==> src/rtl/spike_encoder.sv <==
// Temporal spike encoder: one spike-time code per line is replayed as a single
// spike inside a 2**TIME_BITS-cycle gamma window started by grst.
module spike_encoder #(
   parameter int NUM_INPUTS = 2,
   parameter int TIME_BITS  = 3
) (
   input  logic                            clk,
   input  logic                            rst,
   input  logic                            grst,
   input  logic                            in_valid,
   output logic                            in_ready,
   input  logic [NUM_INPUTS*TIME_BITS-1:0] in_data,
   output logic [NUM_INPUTS-1:0]           spikes_out,
   output logic                            busy,
   output logic                            window_done,
   output logic                            trunc
);

   localparam int DW = NUM_INPUTS * TIME_BITS;
   // The last slot index doubles as the "no spike" code.
   localparam logic [TIME_BITS-1:0] LAST = '1;

   typedef enum logic {S_IDLE, S_ACTIVE} state_t;

   state_t               r_state, w_state_nxt;
   logic [TIME_BITS-1:0] r_count, w_count_nxt;
   logic [DW-1:0]        r_active;
   logic [DW-1:0]        r_pending;
   logic                 r_pend_full;
   logic                 w_xfer;
   logic                 w_load;
   logic                 w_last;
   logic                 w_busy;
   logic [NUM_INPUTS-1:0] w_spikes;

   assign in_ready = ~r_pend_full;
   assign w_xfer   = in_valid & ~r_pend_full;
   assign w_load   = grst & r_pend_full;
   assign w_last   = (r_count == LAST);
   assign w_busy   = (r_state == S_ACTIVE);

   always_comb begin
      w_state_nxt = r_state;
      w_count_nxt = r_count;
      if (grst) begin
         w_count_nxt = '0;
         w_state_nxt = r_pend_full ? S_ACTIVE : S_IDLE;
      end else if (r_state == S_ACTIVE) begin
         if (w_last) begin
            w_state_nxt = S_IDLE;
            w_count_nxt = '0;
         end else begin
            w_count_nxt = r_count + 1'b1;
         end
      end
   end

   always_ff @(posedge clk or posedge rst) begin
      if (rst) begin
         r_state <= S_IDLE;
         r_count <= '0;
      end else begin
         r_state <= w_state_nxt;
         r_count <= w_count_nxt;
      end
   end

   // A restart with nothing pending leaves an all-silent active word.
   always_ff @(posedge clk or posedge rst) begin
      if (rst) begin
         r_active <= '1;
      end else if (grst) begin
         r_active <= r_pend_full ? r_pending : '1;
      end
   end

   always_ff @(posedge clk or posedge rst) begin
      if (rst) begin
         r_pend_full <= 1'b0;
         r_pending   <= '0;
      end else begin
         if (w_load) begin
            r_pend_full <= 1'b0;
         end
         if (w_xfer) begin
            r_pend_full <= 1'b1;
            r_pending   <= in_data;
         end
      end
   end

   always_comb begin
      w_spikes = '0;
      for (int i = 0; i < NUM_INPUTS; i++) begin
         w_spikes[i] = w_busy
                       && (r_count == r_active[i*TIME_BITS +: TIME_BITS])
                       && (r_active[i*TIME_BITS +: TIME_BITS] != LAST);
      end
   end

   assign spikes_out  = w_spikes;
   assign busy        = w_busy;
   assign window_done = w_busy & w_last & ~grst;
   assign trunc       = grst & w_busy & ~w_last;

endmodule

==> config.mk <==
export PLATFORM = sky130hd
export DESIGN_NAME = spike_encoder
export DESIGN_NICKNAME = d
export VERILOG_FILES = /design/src/rtl/spike_encoder.sv
export SDC_FILE = /design/constraint.sdc
export NUM_CORES = 1
export LEC_CHECK = 0
export ABC_AREA = 1
export BUFFER_PORTS_ARGS = -buffer_cell sky130_fd_sc_hd__buf_4
export CAP_MARGIN = 20
export CORE_MARGIN = 10
export CORE_UTILIZATION = 56
export CTS_BUF_LIST = sky130_fd_sc_hd__clkbuf_8
export DETAILED_ROUTE_END_ITERATION = 8
export HOLD_SLACK_MARGIN = 0.08
export PLACE_DENSITY_LB_ADDON = 0.12
export SETUP_SLACK_MARGIN = 0.5
export SYNTH_ARGS = -nofsm -noshare
export SYNTH_HDL_FRONTEND = slang
export SYNTH_SLANG_ARGS = --single-unit
==> constraint.sdc <==
create_clock -name clk -period 1.5 [get_ports clk]
set_input_delay 0.15 -clock clk [delete_from_list [all_inputs] [get_ports clk]]
set_output_delay 0.15 -clock clk [all_outputs]
set_load 0.03 [all_outputs]
==> results.md <==
* Critical path peak fanout at 5
* CTS Root Cell: clkbuf_8
* CTS max path bufs at 2
* Total of max-cap violations at 0
* Fmax at 681 MHz
* Layout cells sized above 1 at 50.8%
* Status: finished with violations
* P&R area growth vs syn at 37.0%
* Startpoint class of the critical path: register
* Largest net degree at the start of global routing at 18
* Vias per cell at 5.12
* CP Capture Type: output port
* FP Rows at 14
* Setup violators final at 0
* Worst setup margin at 0.0319 ns
* Vias in the first global route at 771
* Fraction of registers with async set/reset at 100%
* Min cycle time layout at 1.47 ns
* Syn Inst Count at 102
* Global-route wire length before repair at 3370 microns
* Gate power share at 29.1%
* Netlist cell types at 18
* Per-cell routed wire length at 13.0 microns
* Clk_skew at 0.000489 ns
* GRT Overall Usage at 11.8%
* # port buffers at 15
* Clock share of power at 24.8%
* Top_reg_cell synth: dfrtp_1
* Post-synthesis cell area at 873 sq um
* Power Internal at 887 uW
* EDFF count, synth at 0
* Post-DP HPWL at 1370 microns
* Inserted Diodes at 0
* Power Dens Cells at 1090 nW/um^2
* Inst Count DP at 131
* Clock-pin slew on the worst setup and hold paths at 0.06 ns
* 1st-iter DRT viols at 10
* Failing checks: hold timing
* # nets final at 137
* Placer Congestion at 0.868
* Final ANT Viol Nets at 0
* Clock buffer count from CTS at 3
* Pre-CTS WS at 0.205 ns
* Min-delay worst type: input pin to asynchronous set/reset pin
* Crit path kind: register to output port
* Average footprint of a synthesized cell at 8.56 sq um
* #FFs+latches synth at 17
* Clock Latency Late Sink at 0.24 ns
* Final Cycle Share at 97.9%
* Most frequent cell after synthesis: nand2_1
* Worst VDD drop at 0.814 mV
* Seq/Total Area, Yosys at 49.6%
* CTS tree: built
* Synth top area cells: dfrtp_1, dfstp_2, nand2_1, inv_1, a22oi_2
* H-tree depth at 1
* Overflow after GRT at 0
* Sequential Power Share at 46.1%
* RSZ-0062 raised after global routing: true
* I/O Pins at 16
* Die Footprint at 3540 sq um
* Core area at 1490 sq um
* Synth top area share at 31.5%
* Die X at 59.5 microns
* Final Hold Slack at -0.00450 ns
* Initial core utilization at 58.7%
* Drt total wl at 1820 microns
* Fin util at 80.3%
* Finished Layout Cells at 140
* Max-slew headroom at 57.0%
* YS warnings at 0
* Count of pins over their slew limit at 0
* Yosys top cell by area: dfrtp_1
* Static Leakage at 0.607 nW
* Worst slew pin tran at 0.644 ns
* Die Height at 59.5 microns
* Vias at 717
* Syn_nets at 114
* Initial antenna violation count at 0
* TritonRoute pass-1 iters at 4
* Sw Ratio at 31.8%
* Total negative setup slack at 0 ns
* Fin. Hold Viols at 11
* Worst path required time at 1.35 ns
* Post-synth top cells: nand2_1, inv_1, dfrtp_1
* CP arrival at 1.32 ns
* CTS Sinks at 17
* Net Sw Power at 413 uW
* # DRC at 0
## metal layers
layer | track usage, % | routed length (microns)
met5 | 0 | 0
met1 | 14.6 | 785
met2 | 19.0 | 966
met3 | 3.65 | 70
met4 | 3.85 | 0
## critical path, stage by stage, from the launching register on
cell	delay, ns
dfrtp_2	0.46
ha_4	0.18
ha_4	0.16
nor3_4	0.12
buf_6	0.15
## area by class of cell
class / instances / area, sq um
sequential: 17 / 437
multi-input combinational: 61 / 432
fill: 90 / 293
timing repair buffer: 20 / 176
inverter: 22 / 86.3
clock buffer: 3 / 41.3
tap: 16 / 20.0
clock inverter: 1 / 3.75
## flip-flops by register name, indices dropped and copies added (netlist names)
name and flops:
busy 1, r_pending 6, r_count 3, r_pend_full 1, r_active 6
## cell families after synthesis
logic type | share of synthesized area, %
simple gates | 19.9
compound gates | 15.6
fa+ha+maj | 2.86
buf+inv | 12.0
flops | 49.6
## final timing paths
path,start,endpoint,slack [ns],depth (start not counted)
max,r_count[1]$_DFFE_PP0P_,trunc,0.03,4
min reg2reg,r_pending[2]$_DFFE_PP0P_,r_active[2]$_DFFE_PP1P_,0.49,2
min in group clk,in_data[0],r_pending[0]$_DFFE_PP0P_,0.15,3
max in group asynchronous,rst,r_count[0]$_DFFE_PP0P_,1.05,2
max reg2reg,r_count[1]$_DFFE_PP0P_,r_count[0]$_DFFE_PP0P_,0.27,5
min,rst,r_pending[5]$_DFFE_PP0P_,-0.005,2
## power groups by stage
stage          registers [mW]  logic [mW]  clock network, mW
6_report                0.599       0.378              0.323
3_3_place_gp            0.606       0.297                  0
4_1_cts                 0.598       0.353              0.329
2_1_floorplan           0.606       0.230                  0
5_1_grt                 0.609       0.422              0.350
3_5_place_dp            0.610       0.307                  0
## repair_timing
item | CTS | global route
endpoints found under the setup margin | 9 | 12
gates resized for setup | 13 | 7
setup buffers | 3 | 2
pin swaps | 6 | 9
hold endpoints to repair | 11 | 11
## stage by stage
stage	power, mW	instance area [sq um]
2_1_floorplan	0.836	943
3_3_place_gp	0.902	1050
3_5_place_dp	0.917	1050
4_1_cts	1.28	1150
5_1_grt	1.38	1200
6_report	1.30	1200
## cell usage in the layout, fill, tap and decap left out, drive strengths merged, types with 3 or more instances in the layout
master,synthesis,routed
nand3,4,4
a21oi,9,9
o21ai,4,4
dfrtp,11,11
clkbuf,0,3
dfstp,6,6
inv,21,22
nand2,26,26
nor2,9,9
a22oi,5,5
buf,2,20
No activity file was read; power rests on OpenSTA's default activity.
